===== config.mk =====
export PLATFORM = sky130hd
export DESIGN_NAME = lz4_out_packer
export DESIGN_NICKNAME = d
export VERILOG_FILES = /design/src/rtl/lz4_out_packer.sv
export SDC_FILE = /design/constraint.sdc
export NUM_CORES = 1
export LEC_CHECK = 0
export BUFFER_PORTS_ARGS = -buffer_cell sky130_fd_sc_hd__buf_2
export CAP_MARGIN = 15
export CORE_MARGIN = 3
export CORE_UTILIZATION = 50
export DETAILED_ROUTE_END_ITERATION = 10
export PLACE_DENSITY = 0.73
export SLEW_MARGIN = 20
export SYNTH_ARGS = -nofsm -noshare
export SYNTH_HDL_FRONTEND = slang
export SYNTH_SLANG_ARGS = --single-unit
export TNS_END_PERCENT = 1

===== constraint.sdc =====
create_clock -name clk -period 3.6 [get_ports clk]
set_clock_uncertainty 0.1 [all_clocks]
set_input_delay 0.36 -clock clk [delete_from_list [all_inputs] [get_ports clk]]
set_output_delay 0.36 -clock clk [all_outputs]
set_load 0.02 [all_outputs]

===== src/rtl/lz4_out_packer.sv =====
// Repacks 1-4 byte LZ4 encoder FIFO entries into a dense little-endian 32-bit
// valid/ready stream; flush drains the FIFO, tags the final word and reports the byte total.
module lz4_out_packer #(
    parameter int RD_LAT = 1,
    parameter int CNT_W  = 32
) (
    input  logic             clk,
    input  logic             rst,
    input  logic             in_empty,
    output logic             in_en,
    input  logic [33:0]      in_data,
    input  logic             in_valid,
    input  logic             flush,
    output logic [31:0]      o_data,
    output logic [3:0]       o_keep,
    output logic             o_valid,
    output logic             o_last,
    input  logic             o_ready,
    output logic             done,
    output logic [CNT_W-1:0] byte_count
);

    typedef enum logic [1:0] {S_RUN, S_DRAIN, S_LAST, S_DONE} state_t;

    state_t           state_q, state_d;
    logic [6:0][7:0]  acc_q, acc_sh, acc_d;
    logic [2:0]       cnt_q, cnt_sh, cnt_d;
    logic             rd_pend_q;
    logic             hs, shift, accept;
    logic [2:0]       nbytes;
    logic [3:0][7:0]  din_m;
    logic [CNT_W-1:0] bc_d;
    logic             in_en_d, o_valid_d, o_last_d, done_d;
    logic [3:0]       o_keep_d;
    logic [3:0][7:0]  o_data_d;

    function automatic logic [3:0] keep_of(input logic [2:0] n);
        case (n)
            3'd0:    keep_of = 4'h0;
            3'd1:    keep_of = 4'h1;
            3'd2:    keep_of = 4'h3;
            3'd3:    keep_of = 4'h7;
            default: keep_of = 4'hF;
        endcase
    endfunction

    // Only single-cycle read latency exists; data is accepted solely for a read we issued.
    assign hs     = o_valid && o_ready;
    assign shift  = hs && !o_last;
    assign accept = in_valid && rd_pend_q && (RD_LAT == 1);

    // Count code 00 means a full 4-byte entry; bytes above the count are zeroed
    // so the buffer stays clean above acc_cnt and appends can simply OR in.
    always_comb begin
        nbytes = (in_data[33:32] == 2'b00) ? 3'd4 : {1'b0, in_data[33:32]};
        din_m  = '0;
        for (int i = 0; i < 4; i++)
            din_m[i] = (3'(i) < nbytes) ? in_data[8*i +: 8] : 8'h00;
    end

    always_comb begin
        acc_sh = shift ? {32'h0, acc_q[6:4]} : acc_q;
        cnt_sh = shift ? (cnt_q - 3'd4) : cnt_q;
    end

    always_comb begin
        state_d = state_q;
        acc_d   = acc_sh;
        cnt_d   = cnt_sh;
        bc_d    = byte_count;
        if (accept) begin
            acc_d = acc_sh | ({24'h0, din_m} << {cnt_sh, 3'b000});
            cnt_d = cnt_sh + nbytes;
            bc_d  = byte_count + CNT_W'(nbytes);
        end
        case (state_q)
            S_RUN:   if (flush) state_d = S_DRAIN;
            // in-flight data is already folded into cnt_d when it lands this cycle
            S_DRAIN: if (in_empty && !in_en && (cnt_d < 3'd4)) state_d = S_LAST;
            S_LAST:  if (hs) state_d = S_DONE;
            S_DONE: begin
                state_d = S_RUN;
                acc_d   = '0;
                cnt_d   = '0;
                bc_d    = '0;
            end
            default: state_d = S_RUN;
        endcase
    end

    // in_en is registered, so the guard uses next-cycle occupancy; with one read
    // in flight at most the buffer peaks at 3+4=7 bytes.
    always_comb begin
        in_en_d = !in_en && !in_empty && (cnt_d <= 3'd3) &&
                  ((state_d == S_RUN) || (state_d == S_DRAIN));
    end

    // Outputs are derived from next-state buffer contents; a stalled word stays put
    // because appends land above byte 3 while acc_cnt >= 4.
    always_comb begin
        o_valid_d = 1'b0;
        o_last_d  = 1'b0;
        o_keep_d  = 4'h0;
        o_data_d  = '0;
        done_d    = 1'b0;
        case (state_d)
            S_RUN, S_DRAIN: begin
                if (cnt_d >= 3'd4) begin
                    o_valid_d = 1'b1;
                    o_keep_d  = 4'hF;
                    o_data_d  = acc_d[3:0];
                end
            end
            S_LAST: begin
                o_valid_d = 1'b1;
                o_last_d  = 1'b1;
                o_keep_d  = keep_of(cnt_d);
                for (int i = 0; i < 4; i++)
                    o_data_d[i] = o_keep_d[i] ? acc_d[i] : 8'h00;
            end
            S_DONE:  done_d = 1'b1;
            default: done_d = 1'b0;
        endcase
    end

    always_ff @(posedge clk) begin
        if (rst) begin
            state_q    <= S_RUN;
            acc_q      <= '0;
            cnt_q      <= '0;
            rd_pend_q  <= 1'b0;
            in_en      <= 1'b0;
            o_valid    <= 1'b0;
            o_last     <= 1'b0;
            o_keep     <= 4'h0;
            o_data     <= 32'h0;
            done       <= 1'b0;
            byte_count <= '0;
        end else begin
            state_q    <= state_d;
            acc_q      <= acc_d;
            cnt_q      <= cnt_d;
            rd_pend_q  <= in_en;
            in_en      <= in_en_d;
            o_valid    <= o_valid_d;
            o_last     <= o_last_d;
            o_keep     <= o_keep_d;
            o_data     <= o_data_d;
            done       <= done_d;
            byte_count <= bc_d;
        end
    end

endmodule


-- Word-level counts from Yosys, hierarchy flattened
Cells that the tools add are included.
- register bits: 134
- input port bits: 40
- word-level logic and storage cells: 85
- add/subtract/negate cells: 3
- order comparisons: 7
- equality and inequality tests: 9
- shift operators: 1
- mux-type cells: 29
- bitwise gates (word level): 1
- reduce and logical (&&, ||, !) cells: 18
- operators with widths (operator ; count):
    $mux W56 ; 2
    $mux W32 ; 2
    $mux W8 ; 8
    $pmux W32 S2 ; 1
    $or A56 B56 Y56 ; 1
    $shl A32 B6 Y56 ; 1
    $add A32 B3 Y32 ; 1
    $pmux W4 S4 ; 1
    $mux W3 ; 4
    $eq A2 B2 Y1 const B ; 4
    $logic_and A1 B1 Y1 ; 8
    $mux W4 ; 2
    $pmux W2 S4 ; 1
    $pmux W4 S2 ; 1
    $eq A3 B2 Y1 const B ; 2
    $logic_not A2 Y1 ; 3
    $lt A1 B3 Y1 const A ; 2
    $lt A2 B3 Y1 const A ; 2
    $mux W2 ; 3
    $eq A2 B1 Y1 const B ; 2
    $reduce_or A2 Y1 ; 2
    $add A3 B3 Y3 ; 1
    $eq A3 B1 Y1 const B ; 1
    $ge A3 B3 Y1 const B ; 1
    other kinds (8) ; 12

-- Longest topological paths before layout
Gate-level depths: netlist (run 1).
- depth after elaboration: 13
- mapped depth: 13
- mapped depth without buffers: 12

-- Worst setup path after synthesis (run 1)
OpenSTA, ideal clock, no wires.
- kind: input to register
- from: input in_data[33]
- to: register byte_count[26]
- library setup time: 0.070 ns
- arrival: 2.844 ns
- required time: 3.430 ns
- setup slack: 0.587 ns
- stages: 13
- cell sequence: inv_1 ha_1 nand2b_1 clkbuf_1 inv_1 ha_1 inv_1 fa_1 nor2b_1 nor2_1 or4_4 or3_1 a21oi_1
- cells in the longest elaborated chain, start to end: 3
- RTL lines (element ; line ; source):
    start, declared ; 11 ; input logic [33:0] in_data,
    $logic_not A2 Y1 ; 55 ; nbytes = (in_data[33:32] == 2'b00) ? 3'd4 : {1'b0, in_data[33:32]};
    $mux W3 * ; 55 ;
    $add A32 B3 Y32 * ; 74 ; bc_d = byte_count + CNT_W'(nbytes);
    end signal, assigned ; 138 ; byte_count <= '0;
    end signal, assigned ; 150 ; byte_count <= bc_d;
    end, declared ; 20 ; output logic [CNT_W-1:0] byte_count
Every way passes the cells marked *; elsewhere a longest branch is shown, timed or not.
A chain may end at the register's enable or synchronous reset.

-- Final worst setup path (run 1)
- from: input in_data[33]
- to: register o_data[7]
- cells in the longest elaborated chain, start to end: 11
- elaborated cells on any way between the ends: 35
- classes of those cells: add/sub: 1; order compare: 6; eq/ne: 5; shift: 1; mux: 16; bitwise: 1; reduce/logical: 5
- RTL lines (element ; line ; source):
    $logic_not A2 Y1 ; 55 ;
    $mux W3 * ; 55 ;
    $add A3 B3 Y3 ; 73 ; cnt_d = cnt_sh + nbytes;
    $mux W3 ; 71 ; if (accept) begin
    $lt A3 B3 Y1 ; 79 ; S_DRAIN: if (in_empty && !in_en && (cnt_d < 3'd4)) state_d = S_LAST;
    $logic_and A1 B1 Y1 ; 79 ;
    $mux W2 ; 79 ;
    $pmux W2 S4 ; 76 ; case (state_q)
    $eq A2 B1 Y1 / $logic_not A2 Y1 (equally long branches) ; 106 ; case (state_d)
    $reduce_or A2 Y1 ; 106 ;
    $pmux W32 S2 * ; 106 ;
    end signal, assigned ; 148 ; o_data <= o_data_d;
    end, declared ; 14 ; output logic [31:0] o_data,
Every way passes the cells marked *; elsewhere a longest branch is shown, timed or not. The select of a mux whose other input is x is not followed.

==> impl_metrics.json, run 1 <==
{
  "outcome": "completed",
  "min_path_cells": 3,
  "die_w_um": 117,
  "die_area_um2": 13600,
  "hp-class": "in2reg",
  "most-common-layout-cells": "dfxtp_1 (134), buf_2 (111), nand2_1 (99)",
  "drv_slew": 0,
  "grtUsageMet3": 0.0684,
  "post_drt_wl_per_cell_um": 17.2,
  "p_comb_frac": 0.096,
  "drc_errors": 0,
  "grt_util_met1": 0.306,
  "dpl_cell_area_um2": 6740,
  "cp_slowest_cell": "a21oi_1",
  "hold_viol_final": 0,
  "worstPathMaxFanout": 8,
  "powerDensity_nw_per_um2": 497,
  "area_delta_synth_final_pct": 20.0,
  "syn_inst": 701,
  "vias_per_cell": 5.94,
  "relSlewSlack": 0.315,
  "antenna_found_initial": 0,
  "grt_pass1_vias": 5220,
  "holdBufCountCts": 0,
  "start_util": 0.523,
  "critPathMaxStageDelay_ns": 0.76,
  "critical_path_class": "in2reg",
  "endpoint_kind": "flop",
  "cts_resized": 0,
  "arrival_ns": 3.19,
  "post-cts-setup-buffers": 0,
  "fin_crit_sh": 0.843,
  "grt_setup_unrepaired": "false",
  "grt-ovfl-total": 0,
  "synth_area_um2": 6130,
  "tns_ns": 0,
  "insertion_delay_ns": 0.41,
  "gr-usage-all-layers": 0.243,
  "dr.pass1.iters": 5,
  "busiest_layer": "met2",
  "rows": 39,
  "leakage_nw": 2.97,
  "grt_max_degree": 49,
  "worst_slew_pin_slew_ns": 1.02,
  "io_buffers": 111,
  "clk_pin_slew_ns": 0.06,
  "drtIter0Drc": 509,
  "synthFlopType": "dfxtp_1",
  "htreeDepth": 4,
  "power_switching_mw": 0.903,
  "wirelength_um": 16400,
  "ys_seq_elements": 134,
  "seq_area_frac_synth": 0.438,
  "grtUsageMet2": 0.386,
  "grt_pass1_wl_um": 25900,
  "layout_min_cycle_time_ns": 3.04,
  "internal_power_mw": 2.75,
  "async_reset_ff_frac": 0,
  "io_pins": 112,
  "power.share.clock": 0.486,
  "antenna_cells": 0,
  "ir_worst_vdd_v": 0.000329,
  "syn_area_per_cell_um2": 8.74,
  "cts_tree": "yes",
  "path_cells": "buf_2, inv_1, ha_1, nand2b_1, inv_1, ha_1, fa_1, xnor2_1, nor2_1, xnor2_2, a21oi_1, a211oi_1",
  "switching_share": 0.247,
  "die_h_um": 117,
  "drive_above_1_share": 0.198,
  "synth_cell_type_count": 56,
  "vias": 5653,
  "reg2reg_depth": 4,
  "seqPwrFrac": 0.418,
  "routabilityCongestion": 0.912,
  "core_area_um2": 11700,
  "fmax_mhz": 329,
  "ant_nets": 0,
  "final_common_cell": "dfxtp_1",
  "synthesis.nets": 749,
  "root_buffer": "clkbuf_16",
  "cts_made_buffers": 17,
  "final_nets": 844,
  "critPathLaunchType": "primary input",
  "final_cell_area_um2": 7350,
  "cts.sinks": 134,
  "dp_hpwl_um": 11400,
  "ctsLongestPathBuffers": 2,
  "drv_cap": 0,
  "setup_viol": 0,
  "synth_edf_count": 0,
  "yosysWarnings": 0,
  "finalPower_mw": 3.65,
  "worst_ep_required_time_ns": 3.75
}
==> final cells by class <==
cell class / instances / area (µm²)
clock buffers: 21 / 460
clock inverters: 11 / 149
fillers: 1005 / 4360
inverters: 11 / 41.3
multi-input cells: 511 / 3210
flip-flops and latches: 134 / 2680
well taps: 143 / 179
repair buffers: 121 / 631
==> cell families (layout without fill, tap and decap cells) <==
kind of cell,Yosys count,after routing,synth area share
multiplexers,29,29,0.0474
AND/OR/NAND/NOR,262,262,0.215
buffers and inverters,56,164,0.0390
AO/OA/AOI/OAI,185,185,0.199
flip-flops,134,134,0.438
adder cells (fa/ha/maj),8,8,0.0188
XOR/XNOR,27,27,0.0429
==> flip-flops by register name, indices dropped and copies added, names as in the netlist, 2 cells and up <==
signal and flops:
byte_count 32, state_q 2, acc_q 56, cnt_q 3
o_data 32, o_keep 4
==> layer usage <==
| metal | wire [µm] | up-vias |
|---|---|---|
| met5 | 0 | - |
| met4 | 516 | 0 |
| met3 | 1280 | 51 |
| met2 | 7700 | 257 |
| met1 | 6890 | 2633 |
| li1 | - | 2712 |
==> stage by stage <==
stage,utilization,cells,worst slack [ns],hold slack (ns)
5_1_grt,0.628,952,0.331,0.133
3_3_place_gp,0.576,920,0.359,0.340
4_1_cts,0.628,952,0.610,0.106
6_report,0.628,952,0.565,0.123
3_5_place_dp,0.576,920,0.162,0.347
2_1_floorplan,-,701,0.587,0.315
==> synth_stat cells, drive strengths merged, types with 4 or more instances <==
| library cell | count | area (µm²) |
|---|---|---|
| nor2b | 25 | 156 |
| a21oi | 63 | 315 |
| a211oi | 21 | 158 |
| inv | 10 | 37.5 |
| nand2 | 99 | 372 |
| and4 | 7 | 65.1 |
| ha | 6 | 75.1 |
| clkbuf | 34 | 138 |
| or3 | 5 | 31.3 |
| buf | 11 | 60.1 |
| and2 | 4 | 25.0 |
| nor3 | 11 | 55.1 |
| nor4 | 5 | 31.3 |
| nor4b | 5 | 43.8 |
| a32o | 6 | 60.1 |
| nor2 | 52 | 195 |
| o21ai | 14 | 70.1 |
| xor2 | 6 | 52.6 |
| o22ai | 8 | 50.1 |
| a221o | 5 | 50.1 |
| dfxtp | 134 | 2680 |
| nand2b | 9 | 56.3 |
| xnor2 | 21 | 210 |
| nand4 | 7 | 58.8 |
| mux2i | 29 | 290 |
| a22oi | 31 | 233 |
| nand3 | 9 | 45.0 |
| o2bb2ai | 7 | 61.3 |
| a31oi | 13 | 81.3 |
| nor3b | 12 | 90.1 |
| a22o | 7 | 61.3 |
| and3 | 4 | 26.3 |
==> power groups by stage <==
stage | combinational, mW | sequential, mW | clock, mW
final | 0.351 | 1.53 | 1.77
after floorplan | 0.216 | 1.56 | 0
after global placement | 0.339 | 1.56 | 0
after detailed placement | 0.345 | 1.56 | 0
after global routing | 0.382 | 1.53 | 1.86
after CTS | 0.346 | 1.53 | 1.80
==> path summary, 6_finish.rpt <==
path | start | end | slack [ns]
min | in_empty | in_en$_SDFF_PP0_ | 0.12
min reg2reg | acc_q[52]$_SDFF_PP0_ | acc_q[52]$_SDFF_PP0_ | 0.35
max | in_data[33] | o_data[7]$_SDFF_PP0_ | 0.56
max reg2reg | cnt_q[1]$_SDFF_PP0_ | o_data[7]$_SDFF_PP0_ | 0.91
==> worst max-delay path, delay by kind of cell <==
| kind | cells | cell delay (ns) |
|---|---|---|
| adders and majority gates | 3 | 0.89 |
| xor gates and xnor gates | 2 | 0.32 |
| and+or+nand+nor | 2 | 0.43 |
| AOI/OAI and AO/OA | 2 | 0.87 |
| buffers and inverters | 3 | 0.34 |
Note: power is estimated with default switching activity, not from simulation.
==> inputs of run 2 (changes only) <==
==> constraint.sdc (replaced) <==
create_clock -name clk -period 2.9 [get_ports clk]
set_clock_uncertainty 0.1 [all_clocks]
set_input_delay 0.29 -clock clk [delete_from_list [all_inputs] [get_ports clk]]
set_output_delay 0.29 -clock clk [all_outputs]
set_load 0.02 [all_outputs]
==> impl_metrics.json, run 2 (same netlist as run 1, synthesis figures left out) <==
{
  "outcome": "completed",
  "vias_per_cell": 5.97,
  "grt_pass1_vias": 5458,
  "dr.pass1.iters": 5,
  "routabilityCongestion": 0.988,
  "insertion_delay_ns": 0.42,
  "place_inst": 933,
  "final_cell_area_um2": 7460,
  "io_buffers": 111,
  "worst_ep_required_time_ns": 3.06,
  "antenna_cells": 0,
  "clk_pin_slew_ns": 0.06,
  "wl_met1_um": 7100,
  "drtIter0Drc": 501,
  "dpl_cell_area_um2": 6860,
  "start_util": 0.523,
  "drv_slew": 0,
  "regMostFlops": "acc_q",
  "final_nets": 857,
  "cts.sinks": 134,
  "grt_setup_unrepaired": "false",
  "most-common-layout-cells": "dfxtp_1 (134), buf_2 (111), nand2_1 (99)",
  "io_pins": 112,
  "rows": 39,
  "whs_ns": 0.0522,
  "die_w_um": 117,
  "area_delta_synth_final_pct": 21.8,
  "critPathMaxStageDelay_ns": 0.72,
  "cts_made_buffers": 17,
  "hp-class": "in2reg",
  "arrival_ns": 2.68,
  "layout_min_cycle_time_ns": 2.52,
  "antenna_found_initial": 0,
  "worstPathMaxFanout": 8,
  "cts_tree": "yes",
  "ant_nets": 0,
  "gr-usage-all-layers": 0.255,
  "fill_cells": 997,
  "critPathTopFamily": "compound AO/OA/AOI/OAI gates",
  "drv_cap": 0,
  "fin_ws_ns": 0.376,
  "die_area_um2": 13600,
  "cts_resized": 0,
  "pre_cts_slack_ns": -0.0431,
  "wl_met3_um": 1110,
  "powerDensity_nw_per_um2": 605,
  "ctsLongestPathBuffers": 2,
  "final_common_cell": "dfxtp_1",
  "critPathLaunchType": "primary input",
  "path_common_cell": "inv_1",
  "fmax_mhz": 396,
  "post-cts-setup-buffers": 0,
  "ir_worst_vdd_v": 0.000347,
  "holdBufCountCts": 0,
  "grt_max_degree": 89,
  "root_buffer": "clkbuf_16",
  "wirelength_um": 17000,
  "drive_above_1_share": 0.215,
  "htreeDepth": 4,
  "endpoint_kind": "flop",
  "die_h_um": 117,
  "drc_errors": 0,
  "fin_crit_sh": 0.870,
  "path_cells": "buf_2, inv_1, ha_2, nand2b_1, inv_1, ha_1, fa_1, xnor2_1, nor2_1, xnor2_2, a21oi_1, a211oi_1",
  "post_drt_wl_per_cell_um": 17.6,
  "wl_met2_um": 8310,
  "dr.max_layer_used": "met4",
  "critical_path_class": "in2reg",
  "worst_slew_pin_slew_ns": 0.880,
  "vias": 5760,
  "cp_slowest_cell": "a21oi_1",
  "setup_viol": 0,
  "leakage_nw": 3.04,
  "hold_viol_final": 0,
  "grt_pass1_wl_um": 27100,
  "worst-path-buf-inv": 3,
  "largest_reg_flops": 56,
  "relSlewSlack": 0.413,
  "grt-ovfl-total": 0,
  "dp_hpwl_um": 12000,
  "reg.largest.list": "acc_q (56), byte_count (32), o_data (32)",
  "core_area_um2": 11700,
  "fin_cells": 965
}
-- run 2: layout make-up --
cell class	instances	area, µm²	area share
timing repair buffer	134	741	0.0992
sequential	134	2680	0.359
multi-input combinational	511	3210	0.430
tap	143	179	0.0240
clock buffer	19	453	0.0607
inverter	11	41.3	0.00553
clock inverter	13	155	0.0208
-- run 2: layer usage --
metal | vias up | track usage
met1 | 2744 | 0.316
met5 | - | 0
li1 | 2737 | -
met3 | 48 | 0.0632
met4 | 0 | 0.113
met2 | 231 | 0.420
-- run 2: path summary, 6_finish.rpt --
path                                      startpoint              endpoint  slack (ns)  depth (start not counted)
worst min-delay path                         o_ready       done$_SDFF_PP0_        0.05                          3
worst max register to register   cnt_q[0]$_SDFF_PP0_  o_data[7]$_SDFF_PP0_        0.45                          7
worst min register to register  acc_q[40]$_SDFF_PP0_  acc_q[40]$_SDFF_PP0_        0.35                          2
worst max-delay path                     in_data[33]  o_data[7]$_SDFF_PP0_        0.38                         12
-- run 2: through the flow --
step	utilization	total power, mW	TNS (ns)
after floorplan	-	2.21	0
after global placement	0.585	2.37	0
after detailed placement	0.585	2.38	-0.0823
after CTS	0.637	4.54	0
after global routing	0.637	4.68	0
final	0.637	4.52	0
-- run 2: report_power, final --
group / leakage, nW / internal [mW] / switching, mW
Sequential: 1.08 / 1.87 / 0.0209
Combinational: 1.66 / 0.155 / 0.302
Clock: 0.295 / 1.39 / 0.779
Total: 3.04 / 3.42 / 1.10
-- run 2: tightest hold or removal path, cell delays in order --
cell,delay (ns)
buf_2,0.11
nand2_1,0.07
nor4_1,0.04
